===== src/rtl/req_agent8_if.sv =====
// Handshake bundle between the requester agent and the fixed-priority selector.
// master: the agent side; slave: clients plus the combinational selector.
interface req_agent8_if #(
  parameter int N       = 8,
  parameter int BURST_W = 3
);
  logic [N-1:0]       new_req;
  logic [BURST_W-1:0] burst_len;
  logic [N-1:0]       req;
  logic               en;
  logic [N-1:0]       gnt;
  logic [N-1:0]       owner;
  logic               busy;
  logic [N-1:0]       overflow;
  logic               gnt_err;

  modport master (
    input  new_req, burst_len, gnt,
    output req, en, owner, busy, overflow, gnt_err
  );

  modport slave (
    output new_req, burst_len, gnt,
    input  req, en, owner, busy, overflow, gnt_err
  );
endinterface


===== src/rtl/req_agent8.sv =====
// Requester agent: per-client pending counters, grant acceptance from an external
// combinational priority selector, and burst ownership before re-arbitration.
module req_agent8 #(
  parameter int N       = 8,
  parameter int CNT_W   = 4,
  parameter int BURST_W = 3
) (
  input  logic         clock,
  input  logic         reset,
  req_agent8_if.master bus
);

  typedef enum logic {IDLE, OWN} state_t;

  localparam logic [CNT_W-1:0] CNT_MAX = '1;
  localparam logic [N-1:0]     ONE_N   = N'(1);

  state_t             state_q, state_d;
  logic [N-1:0]       owner_q, owner_d;
  logic [BURST_W-1:0] burst_q, burst_d;
  logic [N-1:0]       ovf_q, ovf_d;
  logic               err_q, err_d;
  logic [CNT_W-1:0]   cnt_q [N];
  logic [CNT_W-1:0]   cnt_d [N];

  logic [N-1:0]       pend_mask;
  logic               gnt_any;
  logic               gnt_onehot;
  logic               accept;

  always_comb begin
    pend_mask = '0;
    for (int unsigned i = 0; i < N; i++) begin
      pend_mask[i] = (cnt_q[i] != '0);
    end
  end

  // req/en come only from registered state so the selector loop never closes combinationally.
  assign bus.req      = (state_q == IDLE) ? pend_mask : '0;
  assign bus.en       = (state_q == IDLE);
  assign bus.owner    = owner_q;
  assign bus.busy     = (state_q == OWN);
  assign bus.overflow = ovf_q;
  assign bus.gnt_err  = err_q;

  assign gnt_any    = (bus.gnt != '0);
  assign gnt_onehot = gnt_any && ((bus.gnt & (bus.gnt - ONE_N)) == '0);
  assign accept     = (state_q == IDLE) && gnt_onehot && ((bus.gnt & pend_mask) != '0);

  always_comb begin
    state_d = state_q;
    owner_d = owner_q;
    burst_d = burst_q;
    err_d   = err_q;
    case (state_q)
      IDLE: begin
        if (accept) begin
          state_d = OWN;
          owner_d = bus.gnt;
          burst_d = bus.burst_len;
        end else if (gnt_any) begin
          err_d = 1'b1;
        end
      end
      OWN: begin
        if (gnt_any) begin
          err_d = 1'b1;
        end
        if (burst_q == '0) begin
          state_d = IDLE;
          owner_d = '0;
        end else begin
          burst_d = burst_q - BURST_W'(1);
        end
      end
      default: begin
        state_d = IDLE;
        owner_d = '0;
      end
    endcase
  end

  // Simultaneous inc/dec cancels; a saturated counter drops the increment and flags it.
  always_comb begin
    ovf_d = ovf_q;
    for (int unsigned i = 0; i < N; i++) begin
      cnt_d[i] = cnt_q[i];
      if (bus.new_req[i] && !(accept && bus.gnt[i])) begin
        if (cnt_q[i] == CNT_MAX) begin
          ovf_d[i] = 1'b1;
        end else begin
          cnt_d[i] = cnt_q[i] + CNT_W'(1);
        end
      end else if (!bus.new_req[i] && accept && bus.gnt[i]) begin
        cnt_d[i] = cnt_q[i] - CNT_W'(1);
      end
    end
  end

  always_ff @(posedge clock or posedge reset) begin
    if (reset) begin
      state_q <= IDLE;
      owner_q <= '0;
      burst_q <= '0;
      ovf_q   <= '0;
      err_q   <= 1'b0;
      for (int unsigned i = 0; i < N; i++) begin
        cnt_q[i] <= '0;
      end
    end else begin
      state_q <= state_d;
      owner_q <= owner_d;
      burst_q <= burst_d;
      ovf_q   <= ovf_d;
      err_q   <= err_d;
      for (int unsigned i = 0; i < N; i++) begin
        cnt_q[i] <= cnt_d[i];
      end
    end
  end

endmodule


===== src/flat_wrapper.sv =====
// flat-port wrapper written by rule: the top's interface ports become plain ports
module req_agent8_flat 
#(
  parameter int N       = 8,
  parameter int CNT_W   = 4,
  parameter int BURST_W = 3
)
  (clock, reset, bus_new_req, bus_burst_len, bus_gnt, bus_req, bus_en, bus_owner, bus_busy, bus_overflow, bus_gnt_err);
  req_agent8_if #(.N(N), .BURST_W(BURST_W)) bus_i ();
  input  logic clock;
  input  logic reset;
  input wire logic [$bits(bus_i.new_req)-1:0] bus_new_req;
  input wire logic [$bits(bus_i.burst_len)-1:0] bus_burst_len;
  input wire logic [$bits(bus_i.gnt)-1:0] bus_gnt;
  output wire logic [$bits(bus_i.req)-1:0] bus_req;
  output wire logic [$bits(bus_i.en)-1:0] bus_en;
  output wire logic [$bits(bus_i.owner)-1:0] bus_owner;
  output wire logic [$bits(bus_i.busy)-1:0] bus_busy;
  output wire logic [$bits(bus_i.overflow)-1:0] bus_overflow;
  output wire logic [$bits(bus_i.gnt_err)-1:0] bus_gnt_err;
  assign bus_i.new_req = bus_new_req;
  assign bus_i.burst_len = bus_burst_len;
  assign bus_i.gnt = bus_gnt;
  assign bus_req = bus_i.req;
  assign bus_en = bus_i.en;
  assign bus_owner = bus_i.owner;
  assign bus_busy = bus_i.busy;
  assign bus_overflow = bus_i.overflow;
  assign bus_gnt_err = bus_i.gnt_err;
  req_agent8 #(.N(N), .CNT_W(CNT_W), .BURST_W(BURST_W)) u_core (.clock(clock), .reset(reset), .bus(bus_i));
endmodule

===== config.mk =====
export PLATFORM = sky130hd
export DESIGN_NAME = req_agent8_flat
export DESIGN_NICKNAME = d
export VERILOG_FILES = /design/src/rtl/req_agent8_if.sv /design/src/rtl/req_agent8.sv /design/src/flat_wrapper.sv
export SDC_FILE = /design/constraint.sdc
export NUM_CORES = 1
export LEC_CHECK = 0
export ABC_AREA = 1
export CAP_MARGIN = 20
export CORE_MARGIN = 2
export CORE_UTILIZATION = 35
export DETAILED_ROUTE_END_ITERATION = 8
export GPL_TIMING_DRIVEN = 0
export MAX_ROUTING_LAYER = met4
export PLACE_DENSITY = 0.63
export SLEW_MARGIN = 20
export SYNTH_ARGS = -nofsm -noshare
export SYNTH_HDL_FRONTEND = slang
export SYNTH_SLANG_ARGS = --single-unit

===== constraint.sdc =====
create_clock -name clock -period 4.9 [get_ports clock]
set_input_delay 0.98 -clock clock [delete_from_list [all_inputs] [get_ports clock]]
set_output_delay 0.98 -clock clock [all_outputs]
set_load 0.005 [all_outputs]

==> out/qor.csv, run 1 <==
metric,value,unit
endpoint class of the critical path,flop,
syn_nets,459,
Detail Route Antenna Nets,0,
Setup Skew,0.00254,ns
number of global-route vias before repair,2764,
max frequency,296,MHz
TritonCTS clock tree,yes,
final core utilization,43.9,%
Startpoint Class,input pin,
"most used cell, CP",nand2_1,
critical path buffer and inverter count,2,
R2R depth,18,
# IOs,48,
clock latency on the worst-skew pair,0.31,ns
synth cell count leaders,"98 x nand2_1, 53 x dfrtp_1, 53 x inv_1",
Yosys reg bits,53,
Worst Min Path Start,u_core.bus.overflow[6]$_DFFE_PP0P_,
CTS Hold Bufs,0,
Synth Cell Area,3350,um2
CTS Root Cell,clkbuf_8,
"EDFF count, synth",0,
endpoints failing hold,0,
"area leader, netlist",dfrtp_1,
"Data arrival, critical path",3.58,ns
Num CTS Buffers,5,
# diodes,0,
Worst Slack Setup Final,1.52,ns
Via density,4.87,
final-report setup violation count,0,
total wire length,7520,um
async set or reset register ratio after synthesis,100,%
hold_ws,0.481,ns
Most used DFF post-synth,dfrtp_1,
CP required,5.10,ns
most frequent cell after synthesis,nand2_1,
worst rel slew slack,43.2,%
post-synth top area share,39.6,%
synth warn,0,
CP Cell Sequence,"clkdlybuf4s50_1, nor2_2, a21oi_1, nor2_1, nand2_1, nor2_8, nand3_1, nand2_1, ha_1, nand2_1, nand2_1, a31oi_1, inv_1, nand2_1, nand3_1, nand2_1, nand2_1",
Placeable Area,9280,um2
status,finished clean,
reg-to-reg startpoint,u_core.cnt_q[9]$_DFFE_PP0P_,
worst slack at placement,1.20,ns
input/output buffers,47,
RSZ-0062 raised after global routing,false,
first-pass GRT wire length,12700,um
DRT iter0 DRCs,128,
Die Area,10400,um2
critical path type,input pin to flop,
wire length per cell,12.6,um
fin. max-slew vios,0,
crit-path max FO,8,
Crit. Startpoint,bus_gnt[1],
DP HPWL,5550,um
Clock transition at path regs,0.09,ns
largest cells by area after synthesis,"dfrtp_1 40%, nand2_1 11%, ha_1 6.7%, inv_1 5.9%, nand3_1 5.8%",
GRT Total Usage,15.9,%
WHS Endpoint,u_core.bus.overflow[6]$_DFFE_PP0P_,
clock sink count,53,
"slowest stage cell, crit path",clkdlybuf4s50_1,
Placer Congestion,0.904,
grt ovf,0,
Yosys cell types,26,
hold path depth,1,
clk buf depth,2,
largest net degree at the start of global routing,54,
Post-CTS Resized,0,
r2r endpoint,u_core.cnt_q[3]$_DFFE_PP0P_,
drt pass-1 iters,4,
VDD IR max,0.000195,V
share of post-route cells with drive strength above 1,5.57,%
Synth Area per Inst,8.14,um2
Die Span Y,102,um
Cell Pwr Density,517,nW/um2
post-CTS setup buffer count,0,
Die Wd,102,um
Crit path largest cell delay,0.55,ns
Worst-Margin Slew,0.847,ns
fin crit share,68.9,%
initial antenna violation count,0,
area grow syn2layout,21.5,%
min cycle time layout,3.38,ns
Post-Route Setup TNS,0,ns
Vias,2902,
"Seq/Total Area, Yosys",39.6,%
Max-Cap Viols,0,
Hold/Removal Path Class,flop to flop,
Max H-tree Level,2,
DRC,0,
Mapped Cells,412,
CP top delay family,simple AND/OR/NAND/NOR gates,
cell row count,35,
Lkg Pwr,1.94,nW
# nets final,513,
starting density of the core,36.1,%
r2r setup slk,2.26,ns
[flip-flops by register name, indices dropped and copies added, names as in the netlist]
| register | flops |
|---|---|
| u_core.cnt_q | 32 |
| u_core.bus.overflow | 8 |
| u_core.bus.owner | 8 |
| u_core.burst_q | 3 |
| u_core.bus.busy | 1 |
| u_core.bus.gnt_err | 1 |
[cells in the final DEF, fill, tap and decap left out]
master and instances:
nand2_1 98, dfrtp_1 53, inv_1 52, clkdlybuf4s50_1 47
nand3_1 39, nor2_1 29, nand4_1 25, a21oi_1 18
ha_1 18, o21ai_0 15, nand2_2 12, a31oi_1 8
o21bai_1 8, xnor2_1 8, xor2_1 8, fa_1 8
clkbuf_8 5, clkbuf_1 4, nand3_2 2, nor2_2 1
or2_1 1, nor2_8 1, buf_8 1, buf_6 1
nand3_4 1, o31ai_2 1, a22oi_1 1, o211ai_1 1
inv_4 1
[per-layer routing]
layer | global-route usage, % | part of all wire (%) | up-vias
met3 | 2.87 | 4.1 | 8
met2 | 25.7 | 48 | 65
met1 | 20.8 | 47 | 1359
met4 | 3.79 | 1.2 | 0
li1 | - | - | 1470
met5 | - | 0 | -
[stage by stage]
step	cell area [um2]	total power [mW]	cells
after global placement	3980	1.83	588
after floorplan	3350	1.49	412
final	4070	2.10	596
after detailed placement	3990	1.87	588
after CTS	4070	2.12	596
after global routing	4070	2.32	596
[cell families after synthesis]
kind of cell / Yosys count / share of synthesized area, %
fa+ha+maj: 26 / 11.5
compound gates: 52 / 8.88
buf+inv: 56 / 6.83
simple gates: 209 / 29.0
xor+xnor: 16 / 4.18
flops: 53 / 39.6
[worst max-delay path by stage]
stage               cells past startpoint                           end
CTS                                    17  u_core.cnt_q[23]$_DFFE_PP0P_
floorplan                              16   u_core.cnt_q[3]$_DFFE_PP0P_
global route                           17  u_core.cnt_q[23]$_DFFE_PP0P_
detailed placement                     18   u_core.cnt_q[3]$_DFFE_PP0P_
finish                                 17  u_core.cnt_q[23]$_DFFE_PP0P_
global placement                       18   u_core.cnt_q[3]$_DFFE_PP0P_
[power by group]
group	switching, mW	leakage (nW)	internal [mW]	total [mW]
registers	0.226	0.618	0.639	0.866
logic	0.488	1.28	0.507	0.995
clock network	0.142	0.0395	0.102	0.244
[layout make-up]
cell class,instances,area (um2)
Buffer,3,30.0
Clock buffer,8,80.1
Fill cell,976,5210
Inverter,53,201
Multi-Input combinational cell,303,1800
Sequential cell,53,1330
Tap cell,129,161
Timing Repair Buffer,47,470
No activity file was read; power rests on OpenSTA's default activity.
==> run 2, diff against run 1 <==
--- a/config.mk
+++ b/config.mk
@@ -12,7 +12,7 @@
 export DETAILED_ROUTE_END_ITERATION = 8
 export GPL_TIMING_DRIVEN = 0
 export MAX_ROUTING_LAYER = met4
-export PLACE_DENSITY = 0.63
+export PLACE_DENSITY = 0.65
 export SLEW_MARGIN = 20
 export SYNTH_ARGS = -nofsm -noshare
 export SYNTH_HDL_FRONTEND = slang
==> constraint.sdc (replaced) <==
create_clock -name clock -period 3.1 [get_ports clock]
set_input_delay 0.62 -clock clock [delete_from_list [all_inputs] [get_ports clock]]
set_output_delay 0.62 -clock clock [all_outputs]
set_load 0.005 [all_outputs]
==> out/qor.csv, run 2 (synthesized netlist as in run 1, its figures left out) <==
metric,value,unit,change
clock latency on the worst-skew pair,0.30,ns,about the same
Hold/Removal Path Class,flop to flop,,
max frequency,346,MHz,
clk buf depth,2,,unchanged
Detail Route Antenna Nets,0,,unchanged
min cycle time layout,2.89,ns,
cell row count,35,,unchanged
post-CTS setup buffer count,0,,unchanged
Startpoint Class,input pin,,
most frequent cells in the layout,"90 x nand2_1, 53 x dfrtp_1, 52 x inv_1, 41 x clkdlybuf4s50_1, 38 x nand3_1",,
# nets final,514,,+0.19%
Worst-Margin Slew,0.688,ns,-0.158 ns
final instance area,4160,um2,+2.3%
initial antenna violation count,0,,unchanged
met1 global-route usage,21.1,%,+0.29 points
Cell Pwr Density,828,nW/um2,+60%
Setup Skew,0.0102,ns,+0.00766 ns
clock sink count,53,,unchanged
wire length per cell,12.7,um,+0.81%
max FFs per register,32,,unchanged
Lkg Pwr,2.02,nW,+4.1%
# diodes,0,,unchanged
VDD IR max,0.000360,V,+85%
endpoint class of the critical path,flop,,
total wire length,7600,um,+0.98%
Via density,4.88,,+0.28%
met3 Use GR,2.39,%,-0.48 points
drt pass-1 iters,4,,unchanged
endpoints failing hold,0,,unchanged
gr busiest metal,met2,,
Worst Slack Setup Final,0.209,ns,-1.31 ns
fillers,939,,-3.8%
TritonCTS clock tree,yes,,
Die Wd,102,um,unchanged
fin crit share,93.3,%,
status,finished clean,,
area grow syn2layout,24.2,%,
Clock transition at path regs,0.10,ns,about the same
worst slack at placement,-0.249,ns,-1.45 ns
input/output buffers,47,,unchanged
grt ovf,0,,unchanged
DRT iter0 DRCs,110,,-14%
"commonest non-fill, non-tap cell in the layout",nand2_1,,
worst rel slew slack,54.1,%,+11 points
combinational share of power,46.0,%,-1.3 points
starting density of the core,36.1,%,unchanged
grt met2 use,26.6,%,+0.91 points
"Data arrival, critical path",3.08,ns,-0.50 ns
largest net degree at the start of global routing,54,,unchanged
share of post-route cells with drive strength above 1,8.55,%,+3.0 points
power consumption,3.45,mW,+64%
post-placement cell count,589,,+0.17%
CTS Root Cell,clkbuf_8,,
Net Sw Frac,39.6,%,-1.1 points
Int Pwr,2.08,mW,+67%
critical path type,input pin to flop,,
CP required,3.29,ns,-1.81 ns
first-pass GRT wire length,13300,um,+5.0%
fin cells,597,,+0.17%
Top reg by flops,u_core.cnt_q,,
number of global-route vias before repair,2937,,+6.3%
Net Sw Power,1.37,mW,+60%
register share of total power,39.8,%,-1.3 points
fin. max-slew vios,0,,unchanged
Placed Instance Area,4000,um2,+0.19%
crit-path max FO,10,,+2
final-report setup violation count,0,,unchanged
Die Area,10400,um2,unchanged
DRC,0,,unchanged
GRT Total Usage,16.5,%,+0.65 points
Num CTS Buffers,5,,unchanged
Max-Cap Viols,0,,unchanged
clock share of power,14.2,%,+2.6 points
Placeable Area,9280,um2,unchanged
DP HPWL,5660,um,+1.9%
final core utilization,44.9,%,+1.0 points
Max H-tree Level,2,,unchanged
Die Span Y,102,um,unchanged
Vias,2915,,+0.45%
# IOs,48,,unchanged
Placer Congestion,0.889,,-1.7%
[run 2: changes by cell type in the layout (fill, tap and decap cells not counted), moves of 2 or more]
cell	change
dlymetal6s2s_1	+6
clkbuf_1	-2
clkdlybuf4s50_1	-6
nand2_2	+8
nand2_1	-8
[run 2: metal layers]
layer	vias to the layer above	wire length [um]
met5	-	0
met4	0	212
met3	16	312
met2	68	3500
met1	1344	3570
li1	1487	-
[run 2: cell type report]
class	instances	area [um2]	share of cell area [%]
Buffer	3	30.0	0.721
Clock buffer	7	86.3	2.07
Clock inverter	1	30.0	0.721
Inverter	53	201	4.84
Multi-Input combinational cell	303	1840	44.1
Sequential cell	53	1330	31.9
Tap cell	129	161	3.88
Timing Repair Buffer	48	493	11.8
[run 2: power by group through the flow]
| stage | clock network [mW] | registers (mW) | logic (mW) |
|---|---|---|---|
| global route | 0.539 | 1.44 | 1.85 |
| detailed placement | 0 | 1.38 | 1.58 |
| floorplan | 0 | 1.31 | 1.04 |
| finish | 0.489 | 1.37 | 1.59 |
| global placement | 0 | 1.37 | 1.51 |
| CTS | 0.517 | 1.37 | 1.59 |
[run 2: final timing paths]
| check | start | endpoint | slack, ns | depth (start not counted) |
|---|---|---|---|---|
| max in group asynchronous | reset | u_core.cnt_q[3]$_DFFE_PP0P_ | 1.85 | 2 |
| max | bus_gnt[6] | u_core.cnt_q[3]$_DFFE_PP0P_ | 0.21 | 17 |
| min | u_core.bus.overflow[4]$_DFFE_PP0P_ | u_core.bus.overflow[4]$_DFFE_PP0P_ | 0.48 | 1 |
| max reg2reg | u_core.cnt_q[5]$_DFFE_PP0P_ | u_core.cnt_q[3]$_DFFE_PP0P_ | 0.46 | 18 |
| min reg2reg | u_core.bus.overflow[4]$_DFFE_PP0P_ | u_core.bus.overflow[4]$_DFFE_PP0P_ | 0.48 | 1 |
| min in group asynchronous | reset | u_core.bus.owner[3]$_DFFE_PP0P_ | 0.77 | 2 |
[run 2: stage by stage]
step / hold slack, ns / setup TNS (ns)
floorplan: 0.457 / 0
global placement: 0.463 / -1.20
detailed placement: 0.465 / -1.72
CTS: 0.495 / 0
global route: 0.513 / -0.0207
finish: 0.483 / 0
[run 2: critical path, cell delays in order]
cell and delay (ns):
clkdlybuf4s50_1 0.50, or2_1 0.29, nand2_1 0.08, nand2_2 0.09
nor2_8 0.19, buf_8 0.17, nand3_4 0.09, nand2_2 0.13
ha_1 0.29, nand2_1 0.08, nand2_1 0.06, a31oi_2 0.17
inv_1 0.06, nand2_1 0.10, nand3_2 0.07, nand2_1 0.06
nand2_1 0.05
[run 2: repair_timing]
item	4_1_cts	5_1_grt
gates resized for setup	0	17
setup endpoints to repair	0	8
hold buffers	0	0
==> run 3, diff against run 2 <==
==> constraint.sdc (replaced) <==
create_clock -name clock -period 3.1 [get_ports clock]
set_input_delay 0.93 -clock clock [delete_from_list [all_inputs] [get_ports clock]]
set_output_delay 0.93 -clock clock [all_outputs]
set_load 0.005 [all_outputs]
==> out/qor.csv, run 3 (synthesized netlist as in run 1, its figures left out) <==
metric,value,unit,change
status,finished clean,,
Top reg by flops,u_core.cnt_q,,
# diodes,0,,unchanged
Clock transition at path regs,0.10,ns,about the same
Hold/Removal Path Class,flop to flop,,
final instance area,4200,um2,+0.96%
Max-Cap Viols,0,,unchanged
hold path depth,1,,unchanged
share of post-route cells with drive strength above 1,12.2,%,+3.6 points
RSZ-0062 raised after global routing,false,,
clk buf depth,2,,unchanged
starting density of the core,36.1,%,unchanged
post-placement cell count,589,,unchanged
hold_ws,0.483,ns,+0.000243 ns
"commonest non-fill, non-tap cell in the layout",nand2_1,,
Max H-tree Level,2,,unchanged
Detail Route Antenna Nets,0,,unchanged
fin cells,598,,+0.17%
min cycle time layout,2.92,ns,+0.0285 ns
worst slack at placement,-0.559,ns,-0.310 ns
Post-Route Setup TNS,0,ns,unchanged
GRT Total Usage,16.6,%,+0.045 points
clock sink count,53,,unchanged
fin crit share,94.2,%,+0.92 points
initial antenna violation count,0,,unchanged
critical path type,input pin to flop,,
CTS Root Cell,clkbuf_8,,
reg-to-reg startpoint,u_core.cnt_q[5]$_DFFE_PP0P_,,
WHS Endpoint,u_core.bus.overflow[4]$_DFFE_PP0P_,,
clock latency on the worst-skew pair,0.30,ns,about the same
final-report setup violation count,0,,unchanged
r2r setup slk,0.54,ns,+0.08 ns
Die Wd,102,um,unchanged
Lkg Pwr,1.99,nW,-1.2%
Cell Pwr Density,829,nW/um2,+0.16%
Worst Slack Setup Final,0.180,ns,-0.0285 ns
r2r endpoint,u_core.cnt_q[7]$_DFFE_PP0P_,,
CTS Hold Bufs,0,,unchanged
area grow syn2layout,25.4,%,
first-pass GRT wire length,13400,um,+0.37%
# IOs,48,,unchanged
worst rel slew slack,53.7,%,-0.42 points
max frequency,343,MHz,-0.98%
grt ovf,0,,unchanged
Worst-Margin Slew,0.695,ns,+0.00626 ns
Vias,2935,,+0.69%
Num CTS Buffers,5,,unchanged
crit-path max FO,8,,-2
total wire length,7710,um,+1.5%
CP required,3.29,ns,about the same
R2R depth,17,,-1
# nets final,515,,+0.19%
input/output buffers,47,,unchanged
largest net degree at the start of global routing,54,,unchanged
Placed Instance Area,4000,um2,unchanged
Worst Min Path Start,u_core.bus.overflow[4]$_DFFE_PP0P_,,
VDD IR max,0.000373,V,+3.5%
Via density,4.91,,+0.52%
Die Span Y,102,um,unchanged
max FFs per register,32,,unchanged
cell row count,35,,unchanged
most frequent cells in the layout,"89 x nand2_1, 53 x dfrtp_1, 52 x inv_1, 39 x clkdlybuf4s50_1, 32 x nand3_1",,
TritonCTS clock tree,yes,,
DRT iter0 DRCs,129,,+17%
"Data arrival, critical path",3.11,ns,+0.03 ns
endpoints failing hold,0,,unchanged
Placer Congestion,0.889,,unchanged
Startpoint Class,input pin,,
DP HPWL,5660,um,unchanged
endpoint class of the critical path,flop,,
number of global-route vias before repair,2966,,+0.99%
wire length per cell,12.9,um,+1.3%
final core utilization,45.3,%,+0.43 points
Die Area,10400,um2,unchanged
drt pass-1 iters,4,,unchanged
Placeable Area,9280,um2,unchanged
Setup Skew,0.0116,ns,+0.00138 ns
fin. max-slew vios,0,,unchanged
power consumption,3.49,mW,+1.1%
DRC,0,,unchanged
==> run 3: layer usage <==
| metal | track usage [%] | routed length [um] | part of all wire, % | vias up |
|---|---|---|---|---|
| li1 | - | - | - | 1488 |
| met1 | 21.1 | 3590 | 47 | 1375 |
| met2 | 26.7 | 3650 | 47 | 63 |
| met3 | 2.39 | 313 | 4.1 | 9 |
| met4 | 6.46 | 152 | 2.0 | 0 |
| met5 | - | 0 | 0 | - |
==> run 3: final cells by class <==
class	count	area [um2]
inverter	53	201
buffer	3	30.0
fill	932	5080
multi-input combinational	303	1910
clock inverter	1	30.0
clock buffer	7	86.3
timing repair buffer	49	457
sequential	53	1330
tap	129	161
==> run 3: critical path, cell delays in order <==
cell and delay (ns):
dlygate4sd2_1 0.31, or2_1 0.26, nand2_1 0.08, nand2_2 0.09, nor2_8 0.20, nand3_2 0.15, nand2_2 0.15, ha_1 0.29
nand2_1 0.08, nand2_1 0.05, a31oi_1 0.18, inv_1 0.06, nand2_1 0.09, nand3_1 0.08, nand2_1 0.07, nand2_1 0.05
==> run 3: power by group <==
part / leakage [nW] / internal, mW / switching (mW)
Combinational: 1.31 / 0.822 / 0.792
Clock: 0.0585 / 0.264 / 0.228
Sequential: 0.618 / 1.01 / 0.370
==> run 3: how the worst max path moves through the flow <==
stage	depth (start not counted)	slack [ns]	endpoint	start
finish	16	0.18	u_core.cnt_q[7]$_DFFE_PP0P_	bus_gnt[7]
global placement	18	-0.50	u_core.cnt_q[3]$_DFFE_PP0P_	bus_gnt[0]
CTS	18	0.11	u_core.cnt_q[3]$_DFFE_PP0P_	bus_gnt[1]
detailed placement	17	-0.56	u_core.cnt_q[7]$_DFFE_PP0P_	bus_gnt[0]
global route	17	0.006	u_core.cnt_q[19]$_DFFE_PP0P_	bus_gnt[2]
floorplan	16	0.33	u_core.cnt_q[3]$_DFFE_PP0P_	bus_gnt[6]
==> run 3: repair_timing <==
| item | in CTS | in global routing |
|---|---|---|
| gates resized for setup | 18 | 25 |
| pin swaps | 1 | 4 |
| endpoints found under the setup margin | 8 | 8 |
| buffers inserted | 0 | 1 |
